[config.mk]
export PLATFORM = sky130hd
export DESIGN_NAME = layer_ringbuf_hs
export DESIGN_NICKNAME = d
export VERILOG_FILES = /design/src/rtl/layer_ringbuf_pkg.sv /design/src/rtl/layer_ringbuf_ctl.sv /design/src/rtl/layer_ringbuf_hs.sv
export SDC_FILE = /design/constraint.sdc
export NUM_CORES = 1
export LEC_CHECK = 0
export ABC_AREA = 1
export BUFFER_PORTS_ARGS = -buffer_cell sky130_fd_sc_hd__buf_2
export CORE_MARGIN = 2
export CORE_UTILIZATION = 45
export DETAILED_ROUTE_END_ITERATION = 12
export PLACE_DENSITY_LB_ADDON = 0.25
export RECOVER_POWER = 25
export SYNTH_ARGS = -nofsm -noshare
export SYNTH_HDL_FRONTEND = slang
export SYNTH_SLANG_ARGS = --single-unit
[constraint.sdc]
create_clock -name clk -period 40.2 [get_ports clk]
set_clock_uncertainty 0.05 [all_clocks]
set_input_delay 8.04 -clock clk [delete_from_list [all_inputs] [get_ports clk]]
set_output_delay 8.04 -clock clk [all_outputs]
set_load 0.005 [all_outputs]
[src/rtl/layer_ringbuf_pkg.sv]
// Shared types and sizing helpers for the per-layer circular input-vector store.
package layer_ringbuf_pkg;

    localparam int ID_BITS = 32;

    typedef logic [ID_BITS-1:0] id_t;

    function automatic int ptr_bits(input int depth);
        return ($clog2(depth) < 1) ? 1 : $clog2(depth);
    endfunction

    function automatic int cnt_bits(input int depth);
        return $clog2(depth + 1);
    endfunction

endpackage

[src/rtl/layer_ringbuf_ctl.sv]
// Pointer, occupancy and handshake control for layer_ringbuf_hs: accept decisions,
// non-power-of-2 wrap and the sticky ovf/unf/id_err flags.
module layer_ringbuf_ctl
    import layer_ringbuf_pkg::*;
#(
    parameter int depth = 2
) (
    input  logic                         clk,
    input  logic                         rstb,
    input  logic                         wr_en,
    input  logic                         rd_en,
    input  logic                         id_mismatch,
    output logic [ptr_bits(depth)-1:0]   wr_ptr,
    output logic [ptr_bits(depth)-1:0]   rd_ptr,
    output logic                         push,
    output logic                         pop,
    output logic [cnt_bits(depth)-1:0]   count,
    output logic                         full,
    output logic                         empty,
    output logic                         ovf,
    output logic                         unf,
    output logic                         id_err
);

    localparam int PW = ptr_bits(depth);
    localparam int CW = cnt_bits(depth);

    logic [PW-1:0] r_wr_ptr;
    logic [PW-1:0] r_rd_ptr;
    logic [CW-1:0] r_count;
    logic          r_ovf;
    logic          r_unf;
    logic          r_id_err;

    logic          w_full;
    logic          w_empty;
    logic          w_push;
    logic          w_pop;

    function automatic logic [PW-1:0] ptr_inc(input logic [PW-1:0] p);
        return (p == PW'(depth - 1)) ? '0 : p + 1'b1;
    endfunction

    assign w_full  = (r_count == CW'(depth));
    assign w_empty = (r_count == '0);
    // A pop on a full buffer frees its slot in the same cycle, so the push rides along.
    assign w_push  = wr_en & (~w_full | rd_en);
    assign w_pop   = rd_en & ~w_empty;

    always_ff @(posedge clk or negedge rstb) begin
        if (!rstb) begin
            r_wr_ptr <= '0;
            r_rd_ptr <= '0;
            r_count  <= '0;
            r_ovf    <= 1'b0;
            r_unf    <= 1'b0;
            r_id_err <= 1'b0;
        end else begin
            if (w_push) r_wr_ptr <= ptr_inc(r_wr_ptr);
            if (w_pop)  r_rd_ptr <= ptr_inc(r_rd_ptr);
            case ({w_push, w_pop})
                2'b10:   r_count <= r_count + 1'b1;
                2'b01:   r_count <= r_count - 1'b1;
                default: r_count <= r_count;
            endcase
            if (wr_en & w_full & ~rd_en) r_ovf    <= 1'b1;
            if (rd_en & w_empty)         r_unf    <= 1'b1;
            if (w_pop & id_mismatch)     r_id_err <= 1'b1;
        end
    end

    assign wr_ptr = r_wr_ptr;
    assign rd_ptr = r_rd_ptr;
    assign push   = w_push;
    assign pop    = w_pop;
    assign count  = r_count;
    assign full   = w_full;
    assign empty  = w_empty;
    assign ovf    = r_ovf;
    assign unf    = r_unf;
    assign id_err = r_id_err;

endmodule

[src/rtl/layer_ringbuf_hs.sv]
// Circular FIFO of ID-tagged input vectors between computation layer C_j and prover P_j.
// Define LAYER_RINGBUF_IDCHK_EN to flag stored-ID vs expected-ID mismatches on pops.
`ifndef F_NBITS
`define F_NBITS 32
`endif

module layer_ringbuf_hs
    import layer_ringbuf_pkg::*;
#(
    parameter int ninputs   = 8,
    parameter int layer_num = 0,
    parameter int depth     = 2 * (layer_num + 1),
    parameter int nbits     = `F_NBITS
) (
    input  logic                         clk,
    input  logic                         rstb,
    input  logic                         wr_en,
    input  logic [nbits*ninputs-1:0]     v_in,
    input  logic [ID_BITS-1:0]           id_c_in,
    output logic                         full,
    input  logic                         rd_en,
    input  logic [ID_BITS-1:0]           id_p_in,
    output logic [nbits*ninputs-1:0]     v_out,
    output logic [ID_BITS-1:0]           id_p_out,
    output logic                         rd_valid,
    output logic                         empty,
    output logic [cnt_bits(depth)-1:0]   count,
    output logic                         ovf,
    output logic                         unf,
    output logic                         id_err
);

    localparam int PW = ptr_bits(depth);

    logic [PW-1:0] w_wr_ptr;
    logic [PW-1:0] w_rd_ptr;
    logic          w_push;
    logic          w_pop;
    logic          w_id_mismatch;

    id_t           r_id_mem [depth];
    id_t           r_id_p_out;
    logic          r_rd_valid;

    layer_ringbuf_ctl #(.depth(depth)) u_ctl (
        .clk         (clk),
        .rstb        (rstb),
        .wr_en       (wr_en),
        .rd_en       (rd_en),
        .id_mismatch (w_id_mismatch),
        .wr_ptr      (w_wr_ptr),
        .rd_ptr      (w_rd_ptr),
        .push        (w_push),
        .pop         (w_pop),
        .count       (count),
        .full        (full),
        .empty       (empty),
        .ovf         (ovf),
        .unf         (unf),
        .id_err      (id_err)
    );

    // One storage array per field word; a same-cycle write to the popped slot returns old data.
    genvar gi;
    generate
        for (gi = 0; gi < ninputs; gi++) begin : g_word
            logic [nbits-1:0] r_mem [depth];
            logic [nbits-1:0] r_word_out;

            always_ff @(posedge clk) begin
                if (w_push) r_mem[w_wr_ptr] <= v_in[gi*nbits +: nbits];
            end

            always_ff @(posedge clk or negedge rstb) begin
                if (!rstb)      r_word_out <= '0;
                else if (w_pop) r_word_out <= r_mem[w_rd_ptr];
            end

            assign v_out[gi*nbits +: nbits] = r_word_out;
        end
    endgenerate

    always_ff @(posedge clk) begin
        if (w_push) r_id_mem[w_wr_ptr] <= id_c_in;
    end

    always_ff @(posedge clk or negedge rstb) begin
        if (!rstb) begin
            r_id_p_out <= '0;
            r_rd_valid <= 1'b0;
        end else begin
            r_rd_valid <= w_pop;
            if (w_pop) r_id_p_out <= r_id_mem[w_rd_ptr];
        end
    end

`ifdef LAYER_RINGBUF_IDCHK_EN
    assign w_id_mismatch = (r_id_mem[w_rd_ptr] != id_p_in);
`else
    logic w_unused_id;
    assign w_unused_id   = ^id_p_in;
    assign w_id_mismatch = 1'b0;
`endif

    assign id_p_out = r_id_p_out;
    assign rd_valid = r_rd_valid;

endmodule

==> summary.txt <==
Min path
  – Hold-critical path endpoint: g_word[2].r_word_out[18]
  – Worst min path class: flip-flop to flip-flop
  – Hold depth: 2
  – Hold_sp: g_word[2].r_word_out[18]

Floorplanning
  – Core Area: 70100 µm²
  – Num ports: 620
  – Row count: 97
  – Full die area: ~73000 µm²
  – Initial core utilization: a little under half
  – Die height: ~270 µm
  – Die X: between 200 and 300 µm

Timing
  – Setup_tns: 0 ps
  – Final WS setup: 29690 ps
  – Final Hold Fails: 0
  – Fmax: 0.0952 GHz
  – Period minus WS final: 10510 ps
  – Slew Limit Headroom: 28.3%
  – Final period util: a little over a quarter
  – RSZ-0062 raised after global routing: false
  – Number of setup violations in the final report: 0
  – Pins Over Slew Limit: 0
  – Slew @ Worst Pin: 1080 ps

Clock network
  – Post-CTS sizing: 0
  – H-Tree Depth: 3
  – CTS tree: done
  – Worst-Skew Late Latency: 620 ps
  – Clock transition at path regs: 60 ps
  – Number of buffers created by CTS: 90
  – Root buffer cell: clkbuf_16
  – Post-CTS setup buffers: 0
  – # hold bufs at CTS: 0
  – Clk sinks: 871
  – Clock buffer depth: 3

Global routing
  – Total grt overflow: 0
  – First-pass GRT wire length: 117000 µm
  – Vias in the first global route: 19685
  – Total GRT Usage: 20.8%
  – Largest net degree at the start of global routing: 167
  – Initial antenna violation count: 39

Routing
  – DRC: 0
  – DR pass1 iterations: 5
  – Wire per inst: 17.7 µm
  – Via count: about 20000
  – Post-Route WL: 77300 µm
  – Drt first-iter violations: 1251
  – Via density: 4.69
  – Antenna-violating nets left: 0

Synth
  – Post-synthesis sequential area ratio: between 70 and 80%
  – Average size of a mapped cell: 11.6 µm²
  – Cells after Synth: 2759
  – Yosys warnings: 0
  – Post-Syn Nets: between 3000 and 4000
  – Synth unique cells: 19
  – Seq cells post-synth: 871
  – Post-Syn Area: around 32000 µm²

Placement
  – IO Port Bufs: about 600
  – GPL Wtd Cong: 0.811
  – Dpl ws: ~29000 ps
  – HPWL Detailed: between 40000 and 50000 µm

Cells and area
  – Area Overhead vs Synth: 21.4%
  – Ratio of cells with drive above 1 in the final layout: 20.2%
  – NumNets Final: 3654
  – Most common cell after layout, fill and taps aside: nand2_1
  – Most frequent cells in the layout: 1738 x nand2_1, 576 x edfxtp_1, 516 x buf_2, 294 x dfrtp_1, 90 x clkbuf_16

Setup path
  – Worst setup EP type: flip-flop
  – R2r setup slk: approximately 37000 ps
  – R2R Path End: g_word[3].r_word_out[4]
  – R2r worst-path depth: 7
  – WP data required: 40390 ps
  – Startpoint types: input port
  – Reg2reg start: u_ctl.rd_ptr
  – Setup CP Type: input port to flip-flop
  – Worst-path maximum fanout: 124
  – WP data arrival: 10700 ps

Power
  – PwrDens: 77.0 nW/µm²
  – Worst-case vdd ir drop: 46.6 µV
  – Total power: 2990 µW
  – Pleak: 0.0181 µW

Run status
  – Status: complete, no violations

Run
  – Max-cap viol count: 0
where the power goes:
| part | switching [µW] | internal [µW] | leakage [µW] |
|---|---|---|---|
| sequential | 104 | 1240 | 0.00905 |
| combinational | 524 | 251 | 0.00749 |
| clock | 341 | 528 | 0.00155 |
| total | 969 | 2020 | 0.0181 |
worst max path at each step:
stage	startpoint	end	slack, ps
3_5_place_dp	rd_en	g_word[7].r_mem[1][14]	28980
6_report	rd_en	g_word[5].r_mem[1][30]	29690
4_1_cts	rd_en	g_word[0].r_mem[1][15]	29650
5_1_grt	rd_en	g_word[5].r_mem[1][30]	29470
2_1_floorplan	rd_en	g_word[0].r_mem[1][0]	19000
3_3_place_gp	rd_en	g_word[2].r_mem[1][2]	28950
cells by family (layout without fill, tap and decap cells):
family	Yosys count	after routing	synth area share, %
AND/OR/NAND/NOR	1746	1746	20.6
adder cells (fa/ha/maj)	1	1	0.0392
flip-flops	871	871	77.3
other	1	26	0.0117
buffers and inverters	137	782	2.06
XOR/XNOR	1	1	0.0274
AO/OA/AOI/OAI	2	2	0.0470
routing by layer:
| metal | global-route usage, % | vias up | wire length, µm |
|---|---|---|---|
| met5 | 0 | - | 162 |
| met4 | 10.9 | 26 | 3600 |
| met3 | 6.65 | 198 | 5760 |
| met2 | 34.3 | 535 | 38100 |
| met1 | 24.4 | 9695 | 29700 |
| li1 | - | 10055 | - |
area by class of cell:
type                    count  area (µm²)
clock inverters            39         546
diodes                     25        62.6
repair buffers            605        3040
clock buffers             128        2590
flip-flops and latches    871       24700
inverters                  10        60.1
well taps                 940        1180
multi-input cells        1751        6620
fillers                  6045       31400
cells in the mapped netlist:
| library cell | count | share of area (%) |
|---|---|---|
| a21o_1 | 1 | 0.024 |
| buf_1 | 5 | 0.059 |
| buf_2 | 72 | 1.1 |
| buf_4 | 12 | 0.28 |
| buf_6 | 1 | 0.035 |
| clkbuf_1 | 37 | 0.43 |
| conb_1 | 1 | 0.012 |
| dfrtp_1 | 295 | 23 |
| edfxtp_1 | 576 | 54 |
| ha_1 | 1 | 0.039 |
| inv_1 | 8 | 0.094 |
| inv_2 | 2 | 0.024 |
| nand2_1 | 1738 | 20 |
| nand3_1 | 3 | 0.047 |
| nand4_1 | 1 | 0.020 |
| nor2_1 | 2 | 0.024 |
| nor2_2 | 2 | 0.039 |
| o21bai_1 | 1 | 0.024 |
| xnor2_1 | 1 | 0.027 |
state kept, by name (all words and copies together) (netlist names), 2 cells and up:
register	flops
g_word.r_mem	512
g_word.r_word_out	256
r_id_mem	64
id_p_out	32
u_ctl.count	2
through the flow:
step	hold slack (ps)	std cells	cell area, µm²	utilization [%]
after detailed placement	393	4177	35700	50.8
final	412	4369	38800	55.3
after global placement	384	4177	35700	50.8
after floorplan	392	2759	31900	-
after global routing	429	4368	38800	55.3
after CTS	417	4344	38800	55.3
critical path, cell delays in order:
cell     delay [ps]
buf_2           110
inv_1            80
nand3_1         140
nand2_1         140
nor2_4          560
buf_12          530
buf_4           910
Power figures use the tool's default switching activity.
